--- config.mk ---
export PLATFORM = sky130hd
export DESIGN_NAME = alu_cmd_driver
export DESIGN_NICKNAME = d
export VERILOG_FILES = /design/src/rtl/alu_cmd_driver.sv
export SDC_FILE = /design/constraint.sdc
export NUM_CORES = 1
export LEC_CHECK = 0
export CORE_MARGIN = 8
export CORE_UTILIZATION = 38
export DETAILED_ROUTE_END_ITERATION = 8
export PLACE_DENSITY = 0.72
export SYNTH_ARGS = -nofsm -noshare
export SYNTH_HDL_FRONTEND = slang
export SYNTH_SLANG_ARGS = --single-unit
--- constraint.sdc ---
create_clock -name clk -period 1.9 [get_ports clk]
set_clock_uncertainty 0.1 [all_clocks]
set_input_delay 0.19 -clock clk [delete_from_list [all_inputs] [get_ports clk]]
set_output_delay 0.19 -clock clk [all_outputs]
set_load 0.01 [all_outputs]
--- src/rtl/alu_cmd_driver.sv ---
// ============================================================================
// Module   : alu_cmd_driver
// Purpose  : Command/response initiator for the 8-bit combinational ALU,
//            with an accumulator for chained operations.
// Revision : 1.0 - initial release
// ============================================================================
`default_nettype none

module alu_cmd_driver #(
    parameter int         CNT_W   = 16,
    parameter logic [7:0] ACC_RST = 8'h00
) (
    input  logic             clk,
    input  logic             rst,
    input  logic             cmd_valid,
    output logic             cmd_ready,
    input  logic [2:0]       cmd_opcode,
    input  logic [7:0]       cmd_a,
    input  logic [7:0]       cmd_b,
    input  logic             cmd_use_acc,
    output logic [2:0]       alu_opcode,
    output logic [7:0]       alu_a,
    output logic [7:0]       alu_b,
    input  logic [7:0]       alu_salida,
    input  logic [7:0]       alu_flags,
    output logic             rsp_valid,
    input  logic             rsp_ready,
    output logic [7:0]       rsp_result,
    output logic [7:0]       rsp_flags,
    output logic [7:0]       acc_value,
    output logic [CNT_W-1:0] op_count
);

    typedef enum logic [1:0] {
        IDLE  = 2'd0,
        ISSUE = 2'd1,
        RESP  = 2'd2
    } state_t;

    state_t state;
    state_t state_nxt;

    always_ff @(posedge clk or posedge rst) begin
        if (rst) begin
            state <= IDLE;
        end else begin
            state <= state_nxt;
        end
    end

    always_comb begin
        state_nxt = state;
        cmd_ready = 1'b0;
        rsp_valid = 1'b0;
        case (state)
            IDLE: begin
                cmd_ready = 1'b1;
                if (cmd_valid) begin
                    state_nxt = ISSUE;
                end
            end
            ISSUE: begin
                state_nxt = RESP;
            end
            RESP: begin
                rsp_valid = 1'b1;
                if (rsp_ready) begin
                    state_nxt = IDLE;
                end
            end
            default: begin
                state_nxt = IDLE;
            end
        endcase
    end

    // ALU operand registers only change on accept, keeping the ALU output
    // stable for the whole response phase.
    always_ff @(posedge clk or posedge rst) begin
        if (rst) begin
            alu_opcode <= 3'd0;
            alu_a      <= 8'h00;
            alu_b      <= 8'h00;
            rsp_result <= 8'h00;
            rsp_flags  <= 8'h00;
            acc_value  <= ACC_RST;
            op_count   <= '0;
        end else begin
            if (state == IDLE && cmd_valid) begin
                alu_opcode <= cmd_opcode;
                alu_b      <= cmd_b;
                alu_a      <= cmd_use_acc ? acc_value : cmd_a;
            end
            if (state == ISSUE) begin
                rsp_result <= alu_salida;
                rsp_flags  <= alu_flags;
                acc_value  <= alu_salida;
            end
            if (state == RESP && rsp_ready) begin
                op_count <= op_count + 1'b1;
            end
        end
    end

endmodule

`default_nettype wire

==> PnR_summary.wiki <==
{| class="wikitable"
! Metric !! Value
|-
| Die span in x || 92.5 um
|-
| Routed via count divided by cell count || 4.67
|-
| Count of boundary I/O pins || 101
|-
| Final antenna-violating net count || 0
|-
| Row count || 28
|-
| Final Slew Violations || 0
|-
| Die area || 8560 um^2
|-
| Static leakage || 1.43 nW
|-
| Wire length of the first global-routing pass || 8540 um
|-
| Total negative slack || 0 ns
|-
| Fraction of final layout cells with drive strength greater than 1 || 16.4%
|-
| Worst setup path category || register to output port
|-
| Post-Synthesis Mean Instance Area || 13.1 um^2
|-
| Count of unique library cells instantiated by Yosys || 26
|-
| Warnings, synthesis || 0
|-
| Area delta synth->final || 51.6%
|-
| Worst EP required || 1.61 ns
|-
| Reg-to-reg slack, setup || 0.25 ns
|-
| Post-Synth Simple-Gate Area || 9.56%
|-
| Number of vias after detailed routing || 1602
|-
| Post-synthesis adder-cell area fraction || 0.562%
|-
| Multi-input gate area in the final layout || 786 um^2
|-
| Tcrit/Tclk final || 93.0%
|-
| Number of flip-flops and latches in the synthesized netlist || 53
|-
| Number of buffers created by CTS || 5
|-
| Detailed placement HPWL || 3990 um
|-
| Maximum vdd ir drop || 743 uV
|-
| Max_slew headroom || 64.7%
|-
| Post-CTS clock slew at the launch and capture registers of the worst setup and hold paths || 0.09 ns
|-
| Number of diodes || 0
|-
| Worst R2R End || op_count[12]$_DFFE_PP0P_
|-
| Mux cell area share after synthesis || 17.3%
|-
| Fraction of synthesized cell area in xor and xnor cells || 5.91%
|-
| Die boundary height || 92.5 um
|-
| Post-route setup slack || 0.133 ns
|-
| Net Count, Synth || 211
|-
| Violation count after the first detailed-routing iteration || 45
|-
| Reg-to-Reg Start || op_count[0]$_DFFE_PP0P_
|-
| Sequential area share after synthesis || 59.6%
|-
| Fill cell count || 500
|-
| Total design power || 0.00481 W
|-
| Worst Hold Class || input port to async pin
|-
| Number of antenna violations at the first check in global routing || 0
|-
| Arrival time at the worst endpoint || 1.48 ns
|-
| Number of hold-slack violations in the final timing report || 0
|-
| Count of nets after finishing || 308
|-
| Starting density of the core || 38.5%
|-
| Post-synthesis cell count || 170
|-
| Root cell of the clock tree || sky130_fd_sc_hd__clkbuf_8
|-
| CTS tree || built
|-
| Outcome || finished, final reports clean
|-
| 1st-pass router iterations || 3
|-
| Vias in the first global route || 1693
|-
| Compound-Gate Fraction of Synth Area || 2.02%
|-
| Overall Global Routing Usage || 12.3%
|-
| Clk Latency, worst-skew pair || 0.30 ns
|-
| Storage element area || 1330 um^2
|-
| # Post-CTS Setup Buffers || 0
|-
| Number of port buffers || 100
|-
| Maximum fanout along the worst path || 5
|-
| Most frequent cells in the layout || sky130_fd_sc_hd__clkdlybuf4s50_1 (99), sky130_fd_sc_hd__dfrtp_1 (53), sky130_fd_sc_hd__mux2_2 (27)
|-
| Routed wire length || 5220 um
|-
| Number of hold buffers added after cts || 0
|-
| Core region area || 5780 um^2
|-
| CTS HTree Levels || 2
|-
| Reported max-cap violation count || 0
|-
| Kind of end point of the critical path || output port
|-
| Netlist area before placement || 2220 um^2
|-
| Unrepaired setup endpoints after global routing || no
|-
| Pre-CTS setup slack || 0.138 ns
|-
| Maximum frequency from static timing analysis || 566 MHz
|-
| Dominant combinational cell family by area after synthesis || multiplexers
|-
| Number of clock sinks || 53
|-
| Overall overflow remaining after global route || 0
|-
| Count of final setup violators || 0
|-
| Wire per inst || 15.2 um
|-
| Power Density || 1430 nW/um^2
|-
| Resize count post-CTS || 1
|-
| Commonest non-fill, non-tap cell in the layout || sky130_fd_sc_hd__clkdlybuf4s50_1
|-
| Fin crit period || 1.77 ns
|-
| Slew at the pin closest to its max-slew limit || 0.529 ns
|-
| DRC violation count after routing || 0
|-
| Cell count of the worst reg-to-reg path || 5
|-
| Deepest clock path buffer count || 2
|-
| Crit start category || register
|-
| Pin count of the biggest net entering global routing || 31
|-
| Weighted congestion reported at the end of routability-driven placement || 0.718
|}
==> through the flow <==
step | std cells | hold WS, ns | area (um^2) | util (%)
final | 343 | 0.148 | 3370 | 58.4
after global routing | 343 | 0.175 | 3370 | 58.4
after CTS | 343 | 0.156 | 3370 | 58.4
after detailed placement | 335 | 0.379 | 3270 | 56.6
after global placement | 335 | 0.368 | 3270 | 56.6
after floorplan | 170 | 0.197 | 2220 | -
==> synth_stat cells, drive strengths merged <==
master	number	area, um^2
dfrtp	53	1330
mux2	27	304
buf	14	101
nor2	12	45.0
xnor2	11	96.3
a21oi	8	40.0
mux2i	8	80.1
nand2	7	26.3
nand4	6	37.5
nand3	4	20.0
xor2	4	35.0
inv	3	11.3
nor3	3	25.0
and2	2	12.5
and3	1	6.26
ha	1	12.5
nand2b	1	6.26
nand3b	1	7.51
nand4b	1	8.76
o21ai	1	5.00
or2	1	8.76
or2b	1	8.76
==> worst max-delay path by stage <==
stage                         startpoint                       end  slack, ns  depth (start not counted)
floorplan                            rst  acc_value[0]$_DFFE_PP0N_       0.32                          1
global placement               rsp_ready  op_count[15]$_DFFE_PP0P_       0.20                          5
detailed placement             rsp_ready  op_count[12]$_DFFE_PP0P_       0.14                          5
CTS                 state[1]$_DFFE_PP0P_                 cmd_ready       0.12                          2
global route        state[1]$_DFFE_PP0P_                 cmd_ready       0.06                          2
finish              state[1]$_DFFE_PP0P_                 cmd_ready       0.13                          2
==> critical path, cell delays in order, from the launching register on <==
cell	delay, ns
sky130_fd_sc_hd__dfrtp_1	0.42
sky130_fd_sc_hd__nor2_1	0.18
sky130_fd_sc_hd__clkdlybuf4s50_1	0.58
==> layer usage <==
layer	wire length, um	part of all wire, %	track usage, %
met5	0	0	0
met3	528	10	5.18
met4	102	2.0	5.91
met2	2480	48	19.7
met1	2110	40	14.0
==> final cells by class <==
cell class,count,share of cell area [%]
Sequential cell,53,39.3
Timing Repair Buffer,104,31.3
Multi-Input combinational cell,100,23.3
Clock buffer,7,2.86
Tap cell,75,2.78
Inverter,3,0.334
Clock inverter,1,0.148
==> flip-flops by register name, summed over array words and instances (netlist names) <==
register,flops
acc_value,8
rsp_flags,8
op_count,16
state,2
alu_b,8
alu_a,8
alu_opcode,3
==> power by group <==
group          switching (W)  leakage (nW)  internal, W  total (W)
logic               0.000857         0.729      0.00141    0.00226
clock network       0.000350        0.0542     0.000330   0.000680
registers           0.000298         0.645      0.00157    0.00186
total                0.00151          1.43      0.00330    0.00481
==> cell families (layout without fill, tap and decap cells) <==
family          after synthesis  count (layout)
compound gates                9               9
buf+inv                      17             115
fa+ha+maj                     1               1
flops                        53              53
xor+xnor                     15              15
mux                          35              35
simple gates                 40              40
(Power assumes the default switching activity.)
